==> src/rtl/inst_pkg.sv <==
// Shared instruction-format definitions for the encode loader and the decoder.
// Field positions are MSB indices of each field within the 26-bit word.
package inst_pkg;
    localparam int INST_W  = 26;
    localparam int OPC_MSB = 25;
    localparam int RD_MSB  = 19;
    localparam int RN_MSB  = 14;
    localparam int RM_MSB  = 9;
    localparam int IMM_W   = 20;

    typedef enum logic [1:0] {
        FMT_R   = 2'd0,
        FMT_I10 = 2'd1,
        FMT_I15 = 2'd2,
        FMT_I20 = 2'd3
    } fmt_e;

    typedef enum logic [1:0] {
        ST_IDLE   = 2'd0,
        ST_ACCEPT = 2'd1,
        ST_WRITE  = 2'd2,
        ST_DONE   = 2'd3
    } state_e;
endpackage

==> src/rtl/inst_encode_loader_if.sv <==
// Field-bundle input handshake plus instruction-memory write port of the loader.
interface inst_encode_loader_if #(
    parameter int ADDR_W = 16
);
    import inst_pkg::*;

    logic                 in_valid;
    logic                 in_ready;
    fmt_e                 fmt;
    logic [5:0]           opcode;
    logic [4:0]           rd;
    logic [4:0]           rn;
    logic [4:0]           rm;
    logic [IMM_W-1:0]     imm;
    logic                 mem_we;
    logic [ADDR_W-1:0]    mem_addr;
    logic [INST_W-1:0]    mem_wdata;
    logic                 mem_ack;

    modport slave (
        input  in_valid, fmt, opcode, rd, rn, rm, imm, mem_ack,
        output in_ready, mem_we, mem_addr, mem_wdata
    );

    modport master (
        output in_valid, fmt, opcode, rd, rn, rm, imm, mem_ack,
        input  in_ready, mem_we, mem_addr, mem_wdata
    );
endinterface

==> src/rtl/inst_pack.sv <==
// Combinational packer: instruction fields + format -> 26-bit word, with an
// overflow flag when the immediate does not fit its field (value is truncated).
module inst_pack
    import inst_pkg::*;
(
    input  fmt_e              fmt_i,
    input  logic [5:0]        opcode_i,
    input  logic [4:0]        rd_i,
    input  logic [4:0]        rn_i,
    input  logic [4:0]        rm_i,
    input  logic [IMM_W-1:0]  imm_i,
    output logic [INST_W-1:0] word_o,
    output logic              imm_ovf_o
);
    always_comb begin
        word_o                 = '0;
        imm_ovf_o              = 1'b0;
        word_o[OPC_MSB -: 6]   = opcode_i;
        case (fmt_i)
            FMT_R: begin
                word_o[RD_MSB -: 5] = rd_i;
                word_o[RN_MSB -: 5] = rn_i;
                word_o[RM_MSB -: 5] = rm_i;
            end
            FMT_I10: begin
                word_o[RD_MSB -: 5]  = rd_i;
                word_o[RN_MSB -: 5]  = rn_i;
                word_o[RM_MSB:0]     = imm_i[9:0];
                imm_ovf_o            = |imm_i[19:10];
            end
            FMT_I15: begin
                word_o[RD_MSB -: 5]  = rd_i;
                word_o[RN_MSB:0]     = imm_i[14:0];
                imm_ovf_o            = |imm_i[19:15];
            end
            FMT_I20: begin
                word_o[RD_MSB:0]     = imm_i;
            end
            default: ;
        endcase
    end
endmodule

==> src/rtl/inst_encode_loader.sv <==
// Program loader: accepts field bundles, encodes them and writes the words to
// instruction memory at consecutive PC addresses, with count and sticky errors.
module inst_encode_loader
    import inst_pkg::*;
#(
    parameter int ADDR_W    = 16,
    parameter int CNT_W     = 8,
    parameter int ADDR_STEP = 4
) (
    input  logic                 clk,
    input  logic                 rst,
    input  logic                 start,
    input  logic [ADDR_W-1:0]    base_addr,
    input  logic [CNT_W-1:0]     num_inst,
    inst_encode_loader_if.slave  bus,
    output logic                 busy,
    output logic                 done,
    output logic                 err_imm,
    output logic                 err_wrap,
    output logic [CNT_W-1:0]     written
);
    // Last address from which another step would wrap past the top of memory.
    localparam logic [ADDR_W-1:0] ADDR_LAST = {ADDR_W{1'b1}} - ADDR_W'(ADDR_STEP - 1);

    state_e              state_q, state_d;
    logic [ADDR_W-1:0]   addr_q, addr_d;
    logic [CNT_W-1:0]    remain_q, remain_d;
    logic [CNT_W-1:0]    written_q, written_d;
    logic [INST_W-1:0]   word_q, word_d;
    logic                err_imm_q, err_imm_d;
    logic                err_wrap_q, err_wrap_d;
    logic [INST_W-1:0]   pack_word;
    logic                pack_ovf;

    inst_pack u_pack (
        .fmt_i     (bus.fmt),
        .opcode_i  (bus.opcode),
        .rd_i      (bus.rd),
        .rn_i      (bus.rn),
        .rm_i      (bus.rm),
        .imm_i     (bus.imm),
        .word_o    (pack_word),
        .imm_ovf_o (pack_ovf)
    );

    always_ff @(posedge clk or negedge rst) begin
        if (!rst) begin
            state_q    <= ST_IDLE;
            addr_q     <= '0;
            remain_q   <= '0;
            written_q  <= '0;
            word_q     <= '0;
            err_imm_q  <= 1'b0;
            err_wrap_q <= 1'b0;
        end else begin
            state_q    <= state_d;
            addr_q     <= addr_d;
            remain_q   <= remain_d;
            written_q  <= written_d;
            word_q     <= word_d;
            err_imm_q  <= err_imm_d;
            err_wrap_q <= err_wrap_d;
        end
    end

    always_comb begin
        state_d    = state_q;
        addr_d     = addr_q;
        remain_d   = remain_q;
        written_d  = written_q;
        word_d     = word_q;
        err_imm_d  = err_imm_q;
        err_wrap_d = err_wrap_q;
        case (state_q)
            ST_IDLE: begin
                if (start) begin
                    addr_d     = base_addr;
                    remain_d   = num_inst;
                    written_d  = '0;
                    err_imm_d  = 1'b0;
                    err_wrap_d = 1'b0;
                    state_d    = (num_inst == '0) ? ST_DONE : ST_ACCEPT;
                end
            end
            ST_ACCEPT: begin
                if (bus.in_valid) begin
                    word_d  = pack_word;
                    state_d = ST_WRITE;
                    if (pack_ovf) err_imm_d = 1'b1;
                end
            end
            ST_WRITE: begin
                if (bus.mem_ack) begin
                    written_d = written_q + CNT_W'(1);
                    remain_d  = remain_q - CNT_W'(1);
                    if (remain_q == CNT_W'(1)) begin
                        state_d = ST_DONE;
                    end else if (addr_q == ADDR_LAST) begin
                        err_wrap_d = 1'b1;
                        state_d    = ST_DONE;
                    end else begin
                        addr_d  = addr_q + ADDR_W'(ADDR_STEP);
                        state_d = ST_ACCEPT;
                    end
                end
            end
            ST_DONE: state_d = ST_IDLE;
            default: state_d = ST_IDLE;
        endcase
    end

    assign bus.in_ready  = (state_q == ST_ACCEPT);
    assign bus.mem_we    = (state_q == ST_WRITE);
    assign bus.mem_addr  = addr_q;
    assign bus.mem_wdata = word_q;
    assign busy          = (state_q != ST_IDLE);
    assign done          = (state_q == ST_DONE);
    assign err_imm       = err_imm_q;
    assign err_wrap      = err_wrap_q;
    assign written       = written_q;
endmodule

==> src/flat_wrapper.sv <==
// flat-port wrapper written by rule: the top's interface ports become plain ports
module inst_encode_loader_flat import inst_pkg::*;
#(
    parameter int ADDR_W    = 16,
    parameter int CNT_W     = 8,
    parameter int ADDR_STEP = 4
)
  (clk, rst, start, base_addr, num_inst, busy, done, err_imm, err_wrap, written, bus_in_valid, bus_fmt, bus_opcode, bus_rd, bus_rn, bus_rm, bus_imm, bus_mem_ack, bus_in_ready, bus_mem_we, bus_mem_addr, bus_mem_wdata);
  inst_encode_loader_if #(.ADDR_W(ADDR_W)) bus_i ();
  input  logic clk;
  input  logic rst;
  input  logic start;
  input  logic [ADDR_W-1:0] base_addr;
  input  logic [CNT_W-1:0] num_inst;
  output logic busy;
  output logic done;
  output logic err_imm;
  output logic err_wrap;
  output logic [CNT_W-1:0] written;
  input wire logic [$bits(bus_i.in_valid)-1:0] bus_in_valid;
  input wire logic [$bits(bus_i.fmt)-1:0] bus_fmt;
  input wire logic [$bits(bus_i.opcode)-1:0] bus_opcode;
  input wire logic [$bits(bus_i.rd)-1:0] bus_rd;
  input wire logic [$bits(bus_i.rn)-1:0] bus_rn;
  input wire logic [$bits(bus_i.rm)-1:0] bus_rm;
  input wire logic [$bits(bus_i.imm)-1:0] bus_imm;
  input wire logic [$bits(bus_i.mem_ack)-1:0] bus_mem_ack;
  output wire logic [$bits(bus_i.in_ready)-1:0] bus_in_ready;
  output wire logic [$bits(bus_i.mem_we)-1:0] bus_mem_we;
  output wire logic [$bits(bus_i.mem_addr)-1:0] bus_mem_addr;
  output wire logic [$bits(bus_i.mem_wdata)-1:0] bus_mem_wdata;
  assign bus_i.in_valid = bus_in_valid;
  assign bus_i.fmt = bus_fmt;
  assign bus_i.opcode = bus_opcode;
  assign bus_i.rd = bus_rd;
  assign bus_i.rn = bus_rn;
  assign bus_i.rm = bus_rm;
  assign bus_i.imm = bus_imm;
  assign bus_i.mem_ack = bus_mem_ack;
  assign bus_in_ready = bus_i.in_ready;
  assign bus_mem_we = bus_i.mem_we;
  assign bus_mem_addr = bus_i.mem_addr;
  assign bus_mem_wdata = bus_i.mem_wdata;
  inst_encode_loader #(.ADDR_W(ADDR_W), .CNT_W(CNT_W), .ADDR_STEP(ADDR_STEP)) u_core (.clk(clk), .rst(rst), .start(start), .base_addr(base_addr), .num_inst(num_inst), .bus(bus_i), .busy(busy), .done(done), .err_imm(err_imm), .err_wrap(err_wrap), .written(written));
endmodule
==> config.mk <==
export PLATFORM = sky130hd
export DESIGN_NAME = inst_encode_loader_flat
export DESIGN_NICKNAME = d
export VERILOG_FILES = /design/src/rtl/inst_pkg.sv /design/src/rtl/inst_encode_loader_if.sv /design/src/rtl/inst_pack.sv /design/src/rtl/inst_encode_loader.sv /design/src/flat_wrapper.sv
export SDC_FILE = /design/constraint.sdc
export NUM_CORES = 1
export LEC_CHECK = 0
export CORE_UTILIZATION = 44
export CTS_CLUSTER_SIZE = 28
export DETAILED_ROUTE_END_ITERATION = 12
export GPL_TIMING_DRIVEN = 0
export PLACE_DENSITY = 0.8
export SYNTH_ARGS = -nofsm -noshare
export SYNTH_HDL_FRONTEND = slang
export SYNTH_SLANG_ARGS = --single-unit
==> constraint.sdc <==
create_clock -name clk -period 2.6 [get_ports clk]
set_input_delay 0.39 -clock clk [delete_from_list [all_inputs] [get_ports clk]]
set_output_delay 0.39 -clock clk [all_outputs]
set_load 0.1 [all_outputs]
# == Word level (Yosys, flattened, before mapping) ==
# Index checks and enable logic that the tools add are counted.
# classes
mux,29
n_addsub,3
n_reduce_logical,15
n_eq_ne,15
# op_table
operator,n
$mux W16,4
$pmux W15 S4,1
$mux W8,4
$pmux W16 S2,1
$pmux W8 S2,2
$add A16 B3 Y16 const B,1
$eq A16 B16 Y1 const B,1
$mux W2,6
$ne A2 B2 Y1 const B,5
$reduce_and A5 Y1,2
$reduce_or A10 Y1,1
$add A8 B1 Y8 const B,1
$eq A2 B2 Y1 const B,4
$eq A8 B1 Y1 const B,1
$logic_not A8 Y1,1
$pmux W2 S4,1
$sub A8 B1 Y8 const B,1
$mux W1,6
$pmux W1 S2,3
$reduce_and A3 Y1,2
$reduce_bool A2 Y1,3
$mux W5,1
$reduce_or A5 Y1,1
$eq A2 B1 Y1 const B,2
other kinds (5),7
# word_totals
ff_bits,62
elab_cells,69
in_bits,72
output_inout_bits,56

# == Depth between registers and ports, before layout ==
# Gate-level depths: netlist of run 1.
# logic_depth
word_depth,5
depth_mapped,7
depth_no_buf,6

# == Hierarchy ==
# From an unflattened synthesis of run 1, not the netlist that was laid out.
# hier_totals
cells_unflattened,340
hier_area_um2,3338.2
# by_module_without_submodules
module,n_inst,cells_per_inst,seq_area_each_um2,area_each_um2
inst_encode_loader,1,287,1551.5,2962.8
inst_pack,1,53,0.0,375.4

# == Least setup slack after synthesis of run 1 ==
# No wires, ideal clock.
# synth_timing
path_kind,reg-to-reg
start,register u_core.state_q[0]
end,"register u_core.word_q[0], in the netlist u_core.bus.mem_wdata[0]"
n_path_buf,2
setup_time_ns,0.133
path_stages_with_launch,7
t_required_ns,2.467
slack_ns,-0.502
arrival_ns,2.969
synth_period_minus_slack_ns,3.102
cell_sequence,dfrtp_1 > buf_2 > nor2b_1 > nand2_1 > clkbuf_1 > nand2_1 > o21ai_0
# synth_via
elab_chain_cells,2
# synth_lines
element,line_no,text
"start, declared",inst_encode_loader.sv:25,"state_e state_q, state_d;"
"start signal, assigned",inst_encode_loader.sv:56,state_q <= state_d;
$eq A2 B1 Y1,--,
net bus_in_ready,flat_wrapper.sv:28,output wire logic [$bits(bus_i.in_ready)-1:0] bus_in_ready;
$reduce_and A2 Y1 (no line),--,
"end signal, assigned",inst_encode_loader.sv:60,word_q <= word_d;
"end, declared",inst_encode_loader.sv:29,"logic [INST_W-1:0] word_q, word_d;"
# The timed path passes the listed nets, and every way through them passes these cells.
# A chain may end at the register's enable or synchronous reset.

# == Worst setup path after layout of run 1 ==
# layout_timing
start,register u_core.state_q[0]
end,output port bus_in_ready
# layout_via
elab_chain_cells,1
# layout_lines
element,line_no,text
$eq A2 B1 Y1,inst_encode_loader.sv:112,assign bus.in_ready = (state_q == ST_ACCEPT);
"end, declared",flat_wrapper.sv:28,
# No other way between the ends.

==> flow_summary.yaml, run 1 <==
status:
  outcome: "finished clean"
placed_design:
  place_hpwl_um: 7210
  gp_congestion: 0.916
  port_buffers: 127
  placed_area_um2: 4670
  dp_slack_ns: -0.140
synthesis:
  synth_area_leaders: "dfrtp_1 48%, o21ai_0 6.4%, nand2_1 5.6%"
  syn_inst: 350
  ys_async_sr_fraction: 1.00
  synth_area_um2: 3260
  synth_ff_type: "dfrtp_1"
  avgSynthCellArea_um2: 9.32
  ys_warn_count: 0
  synth-edff-count: 0
  synth_sequential_area_ratio: 0.476
  synthTopCellsByCount: "62 x dfrtp_1, 49 x nand2_1, 42 x o21ai_0"
  ys_types: 53
  synth_top_area_frac: 0.476
  synth_top_cell_by_area: "dfrtp_1"
  yosys.cell_count.top_type: "dfrtp_1"
  syn_nets: 430
  ys_ff_latch: 62
sta:
  tightest_slew_ns: 1.01
  slew_headroom: 0.328
  max_freq_mhz: 409
  timing.final.crit_share: 0.941
  fin_ws_ns: 0.153
  period_needed_ns: 2.45
  holdWs_ns: 0.0187
  hold_viol: 0
  final_max_slew_viol_count: 0
  rsz0062_at_grt: "no"
  fin_worst_skew_ns: 0.0116
  setup_violations: 0
global_routing:
  use_met3: 0.0839
  grt_use_met1: 0.300
  use_met2: 0.437
  grt_pass1_vias: 3204
  grt_util_all_layers: 0.256
  antenna_found_initial: 0
  busiest_layer: "met2"
  grt_overflow: 0
  grt_max_degree: 41
  grt_pass1_wl_um: 15100
layout:
  syn_to_final_growth_pct: 49.5
  fillers: 601
  layout-drive-gt1-share: 0.0730
  antennaDiodeCount: 0
  final_area_um2: 4880
  final_core_util: 0.676
  nets: 569
min_path:
  hold_class: "input pin to async pin"
critical_path:
  worst_setup_path_end_kind: "output pin"
  worst-setup-path-type: "flop to output pin"
  crit_chain: "buf_2 > nor2b_2 > dlygate4sd2_1"
  required_ns: 2.21
  worstSetupStartpointType: "flop"
  slowest_delay_ns: 0.89
  crit_fanout: 10
  arrival_ns: 2.06
  critPathSlowestCell: "dlygate4sd2_1"
clock_network:
  clockBufferDepth: 2
  cts_setup_buffers: 0
  cts_hold_buf: 0
  clk_pin_slew_ns: 0.07
  clk_latency_ns: 0.34
  cts.sink_count: 62
  cts_root_buf: "clkbuf_8"
  cts.repair.resized: 4
  numCtsBuffers: 9
  cts_tree: "built"
  h-tree-depth: 3
detailed_routing:
  totalWireLength_um: 9480
  ant_nets: 0
  drt-pass1-iter-count: 5
  vias_per_cell: 5.57
  drt-wirelength-per-cell_um: 16.0
  num_vias: 3298
  first_iter_violations: 171
  drc_errors: 0
die:
  die_y_um: 88.1
  core-area_um2: 7210
  dieArea_um2: 7760
  start_util: 0.452
  rows: 31
  ios: 128
  die_x_um: 88.1
job:
  drv_cap: 0
==> sequential cells by signal, indices dropped and copies added (netlist names) <==
| signal | count |
|---|---|
| u_core.err_imm | 1 |
| u_core.written | 8 |
| u_core.bus.mem_wdata | 26 |
| u_core.remain_q | 8 |
| u_core.bus.mem_addr | 16 |
| u_core.state_q | 2 |
| u_core.err_wrap | 1 |
==> path summary, 6_finish.rpt <==
check / start / endpoint / slack (ns) / depth (start not counted)
worst max-delay path: u_core.state_q[0]$_DFFE_PN0P_ / bus_in_ready / 0.15 / 3
worst min-delay path: rst / u_core.remain_q[5]$_DFFE_PN0P_ / 0.02 / 1
worst max register to register: u_core.bus.mem_addr[2]$_DFFE_PN0P_ / u_core.bus.mem_addr[12]$_DFFE_PN0P_ / 0.45 / 7
worst min register to register: u_core.bus.mem_wdata[1]$_DFFE_PN0P_ / u_core.bus.mem_wdata[1]$_DFFE_PN0P_ / 0.47 / 2
max in group asynchronous: rst / u_core.bus.mem_wdata[13]$_DFFE_PN0P_ / 1.97 / 2
min in group clk: u_core.bus.mem_wdata[1]$_DFFE_PN0P_ / u_core.bus.mem_wdata[1]$_DFFE_PN0P_ / 0.47 / 2
==> cells in the final DEF (no fill, tap or decap), drive strengths merged, types with 4 or more instances in the layout <==
cell,count
nand4,7
o211ai,4
ha,8
a22oi,12
dfrtp,62
o21ai,42
mux2,6
nor3,10
and3,4
nand2b,6
buf,6
mux2i,7
inv,8
clkbuf,25
clkdlybuf4s50,122
nand2,49
a21oi,14
or4,5
nand3,14
nor2,28
==> critical path: cells and delay by family (launching register included) <==
kind          cells  cell delay (ns)
buf+inv           2             1.12
flops             1             0.34
simple gates      1             0.26
==> final cells by class <==
type                            instances  area (um2)  share of cell area
Multi-Input combinational cell        262        1610               0.330
Sequential cell                        62        1550               0.318
Timing Repair Buffer                  128        1280               0.263
Clock buffer                           11         131              0.0269
Tap cell                               99         124              0.0254
Clock inverter                          4        72.6              0.0149
Buffer                                 17        70.1              0.0144
Inverter                                9        33.8             0.00693
==> per-stage QoR <==
stage	setup TNS [ns]	instances
2_1_floorplan	0	350
3_3_place_gp	-52.75	576
3_5_place_dp	-0.140	577
4_1_cts	0	592
5_1_grt	0	592
6_report	0	592
==> per-layer routing <==
layer | part of all wire | up-vias | wire [um]
met5 | 0 | - | 0
met4 | 0.022 | 0 | 208
met3 | 0.096 | 27 | 909
met2 | 0.48 | 175 | 4580
met1 | 0.40 | 1533 | 3790
li1 | - | 1563 | -
==> cell families (layout without fill, tap and decap cells) <==
logic type               count (synthesis)  count (layout)  share of synthesized area
flip-flops                              62              62                      0.476
adder cells (fa/ha/maj)                  8               8                     0.0307
multiplexers                            13              13                     0.0422
AO/OA/AOI/OAI                          100             100                      0.199
AND/OR/NAND/NOR                        138             138                      0.213
buffers and inverters                   26             169                     0.0318
XOR/XNOR                                 3               3                    0.00806
Power of run 1 is left out: the tool's default activity adds up to more than one toggle a clock period on the data nets, which glitch-free logic cannot reach.
==> run 2, diff against run 1 <==
- clock period: 2.6 -> 2.72 ns (I/O delays scaled with it)
==> run 2 against run 1 <==
Net effect: worst hold slack improved by 0.018 ns; clock skew about the same; count of clock-buffer cells in the layout unchanged; non-clock buffer count did not move; critical path depth did not move; register-to-register slack gained 0.13 ns; flip-flop and latch count unchanged; die area unchanged; worst setup slack worse by 0.018 ns; utilization about the same; highest routed layer unchanged.
==> flow_summary.yaml, run 2 (synthesized netlist as in run 1, its figures left out) <==
status:
  outcome: "finished clean"
sta:
  period_needed_ns: 2.58
  setup_violations: 0
  fin_worst_skew_ns: 0.0121
  timing.final.crit_share: 0.950
  final_max_slew_viol_count: 0
  rsz0062_at_grt: "no"
  hold_viol: 0
  tightest_slew_ns: 1.01
  slew_headroom: 0.328
  max_freq_mhz: 387
global_routing:
  grt_util_all_layers: 0.256
  antenna_found_initial: 0
  grt_pass1_wl_um: 15100
  grt_pass1_vias: 3204
  grt_max_degree: 41
  grt_overflow: 0
layout:
  syn_to_final_growth_pct: 49.6
  final_area_um2: 4880
  fin_cells: 592
  largest_reg_flops: 26
  layout_common_cells: "124 x clkdlybuf4s50_1, 62 x dfrtp_1, 49 x nand2_1, 42 x o21ai_0, 27 x nor2_1"
  final_common_cell: "clkdlybuf4s50_1"
  antennaDiodeCount: 0
  nets: 569
  layout-drive-gt1-share: 0.0730
die:
  rows: 31
  dieArea_um2: 7760
  die_x_um: 88.1
  start_util: 0.452
  die_y_um: 88.1
  core-area_um2: 7210
  ios: 128
detailed_routing:
  drt-wirelength-per-cell_um: 16.1
  ant_nets: 0
  num_vias: 3288
  totalWireLength_um: 9510
  first_iter_violations: 167
  drc_errors: 0
  vias_per_cell: 5.55
  drt-pass1-iter-count: 4
placed_design:
  gp_congestion: 0.916
  place_hpwl_um: 7210
  placed_area_um2: 4670
  dp.cells: 577
  port_buffers: 127
critical_path:
  r2r_start: "u_core.bus.mem_addr[2]$_DFFE_PN0P_"
  startpoint: "u_core.state_q[0]$_DFFE_PN0P_"
  required_ns: 2.31
  rr_worst_depth: 7
  regToRegEndpoint: "u_core.bus.mem_addr[12]$_DFFE_PN0P_"
  worst_setup_path_end_kind: "output pin"
  r2r_setup_slack_ns: 0.58
  crit_fanout: 10
  worst-setup-path-type: "flop to output pin"
  arrival_ns: 2.18
  worstSetupStartpointType: "flop"
clock_network:
  cts_setup_buffers: 0
  clk_pin_slew_ns: 0.07
  h-tree-depth: 3
  cts.repair.resized: 4
  cts_hold_buf: 0
  cts_tree: "built"
  numCtsBuffers: 9
  clockBufferDepth: 2
  cts_root_buf: "clkbuf_8"
  cts.sink_count: 62
  clk_latency_ns: 0.34
min_path:
  hold_class: "input pin to async pin"
job:
  drv_cap: 0
[run 2: cell types whose count changed in the layout (fill, tap and decap cells not counted), sizes merged]
cell,change
buf,-1
dlymetal6s2s,-2
clkdlybuf4s50,+2
clkdlybuf4s15,+1
[run 2: how the worst max path moves through the flow]
stage | slack [ns] | to | depth (start not counted)
2_1_floorplan | 0.22 | u_core.bus.mem_addr[14]$_DFFE_PN0P_ | 6
5_1_grt | 0.04 | bus_mem_we | 4
4_1_cts | 0.12 | done | 3
3_3_place_gp | -0.75 | u_core.bus.mem_wdata[23]$_DFFE_PN0P_ | 1
6_report | 0.14 | done | 3
3_5_place_dp | -0.04 | bus_mem_we | 4
[run 2: through the flow]
step | setup WS (ns) | TNS [ns] | hold WS [ns] | utilization
3_5_place_dp | -0.0382 | -0.0382 | 0.422 | 0.648
4_1_cts | 0.115 | 0 | 0.0546 | 0.676
5_1_grt | 0.0404 | 0 | 0.0708 | 0.676
6_report | 0.135 | 0 | 0.0368 | 0.676
2_1_floorplan | 0.220 | 0 | 0.112 | -
3_3_place_gp | -0.752 | -46.32 | 0.461 | 0.646
[run 2: per-layer routing]
| layer | global-route usage | vias up | wire length, um |
|---|---|---|---|
| met5 | 0 | - | 0 |
| met2 | 0.437 | 163 | 4640 |
| met3 | 0.0839 | 22 | 889 |
| met4 | 0.0938 | 0 | 201 |
| li1 | - | 1564 | - |
| met1 | 0.300 | 1539 | 3780 |
[run 2: area by class of cell]
type / count / area, um2
Timing Repair Buffer: 128 / 1290
Clock inverter: 4 / 72.6
Sequential cell: 62 / 1550
Multi-Input combinational cell: 262 / 1610
Clock buffer: 11 / 131
Tap cell: 99 / 124
Fill cell: 597 / 2340
Buffer: 17 / 70.1
Inverter: 9 / 33.8
[run 2: critical path, stage by stage (launching register included)]
cell	delay [ns]
dfrtp_1	0.34
buf_2	0.23
and2_1	0.15
clkdlybuf4s50_1	1.12
Power of run 2 is left out for the same reason.
==> patch, RTL diff (flow settings as in run 2) <==
Put one more register stage on the output `err_imm`, with the module's reset. The value now appears one clock later. The other outputs are not delayed to match.
--- a/src/rtl/inst_encode_loader.sv
+++ b/src/rtl/inst_encode_loader.sv
@@ -115,7 +115,13 @@
     assign bus.mem_wdata = word_q;
     assign busy          = (state_q != ST_IDLE);
     assign done          = (state_q == ST_DONE);
-    assign err_imm       = err_imm_q;
+    always_ff @(posedge clk or negedge rst) begin
+        if (!rst) begin
+            err_imm <= '0;
+        end else begin
+            err_imm <= err_imm_q;
+        end
+    end
     assign err_wrap      = err_wrap_q;
     assign written       = written_q;
 endmodule
Behaviour: not the same (a bounded check fails within 4 cycles, from zero or initial values and one cycle with rst low).
==> patch against run 2 <==
Worst setup slack gained 0.027 ns. Area after synthesis shrank 0.27%. Design area fell by 0.38%. Sequential cell count increased by 1. Routed wire length fell by 2.0%. Sequential share of layout area is 0.64 points higher. Maximum frequency rose by 1.1%. Via count is 0.88% lower. Non-clock buffer count grew 1.
Power is not shown: default switching activity piles up to over one toggle a cycle in this logic, so the estimate is an artifact.
==> patch: results (changes against run 2) <==
status=complete, no violations (unchanged); Gate Count Post-Synth=355 (was 350); DP HPWL=6.95 mm (was 7.21 mm); Via density=5.49 (was 5.55); Iter 0 DRT Violations=159 (was 167); vias in the first global route=3226 (was 3204); Worst EP arrival=2.15 ns (was 2.18 ns); Max Fanout on Critical Path=8 (was 10); synth top area cells=dfrtp_1 48%, o21ai_0 7.5%, nand2_1 5.7% (was dfrtp_1 48%, o21ai_0 6.4%, nand2_1 5.6%); # nets final=574 (was 569); clk_lat worst skew=0.33 ns; # diodes=0 (unchanged); Netlist cell types=48 (was 53); Initial DRT Pass Iterations=5 (was 4); path depth of the worst reg2reg path=6 (was 7); sequential area share after synthesis=48.5% (was 47.6%); clk_skew=0.00777 ns (was 0.0121 ns); Hold WC Path Type=primary input to asynchronous set/reset pin (unchanged); initial antenna violation count=0 (unchanged); Clock Path Buffers=2 (unchanged); RePlAce Congestion=0.879 (was 0.916); share of layout cells above drive strength 1=7.43% (was 7.30%); Placed Instances=579 (was 577); Setup Buffers After CTS=0 (unchanged); fill cell count=553 (was 597); Net Count, Synth=435 (was 430); Routed WL=9.32 mm (was 9.51 mm); cell family with most CP delay=buffers and inverters (unchanged); cell taking the most area after synthesis=dfrtp_1 (unchanged); largest net degree at the start of global routing=33 (was 41); slowest cell delay on critical path=1.13 ns; yosys warns=0 (unchanged); total CTS buffers=9 (unchanged); Synth top cells by count=63 x dfrtp_1, 49 x nand2_1, 49 x o21ai_0 (was 62 x dfrtp_1, 49 x nand2_1, 42 x o21ai_0); GRT Overall Usage=25.5% (was 25.6%); first-pass GRT wire length=15.2 mm (was 15.1 mm); Max-slew headroom=30.6% (was 32.8%); routed via count=3259 (was 3288); max reg flops=26 (unchanged)
==> patch: cell count changes after synthesis, moves of 3 or more <==
cell	run 2	this run
a211oi_1	3	0
a21oi_1	14	30
nor3_1	9	3
o211ai_1	4	1
o21ai_0	42	49
o31ai_1	3	0
or3_1	3	7
==> patch: path summary, 6_finish.rpt <==
check	slack [ns]	start	to
setup / recovery	0.16	u_core.state_q[1]	done
hold / removal	0.12	rst	u_core.remain_q[1]
setup reg to reg	0.67	u_core.bus.mem_addr[2]	u_core.bus.mem_addr[4]
hold reg to reg	0.40	u_core.err_imm_q	u_core.err_imm
max in group asynchronous	1.96	rst	u_core.bus.mem_wdata[5]
min in group clk	0.40	u_core.err_imm_q	u_core.err_imm
==> patch: layout make-up <==
type	instances	share of cell area [%]
Sequential cell	63	32.4
Multi-Input combinational cell	265	32.2
Timing Repair Buffer	128	26.5
Clock buffer	12	3.19
Tap cell	96	2.47
Buffer	18	1.67
Clock inverter	3	0.875
Inverter	9	0.695
==> patch: per-layer routing <==
layer | wire length (um) | GRT usage, %
met3 | 892 | 8.39
met4 | 95 | 7.15
met2 | 4490 | 41.9
met5 | 0 | 0
met1 | 3830 | 32.1
==> patch: cells by family after synthesis <==
| logic type | synth area share, % |
|---|---|
| adders and majority gates | 3.08 |
| muxes | 5.23 |
| xor gates and xnor gates | 1.35 |
| AOI/OAI and AO/OA | 19.0 |
| DFF | 48.5 |
| buffers and inverters | 3.54 |
| and+or+nand+nor | 19.3 |
==> patch: through the flow <==
step,hold WS (ns),worst slack (ns),area [um2],setup TNS [ns]
5_1_grt,0.184,0.0673,4860,0
2_1_floorplan,0.112,0.309,3260,0
6_report,0.125,0.162,4860,0
3_3_place_gp,0.371,-0.796,4650,-50.10
3_5_place_dp,0.373,-0.227,4660,-0.227
4_1_cts,0.137,0.0126,4860,0
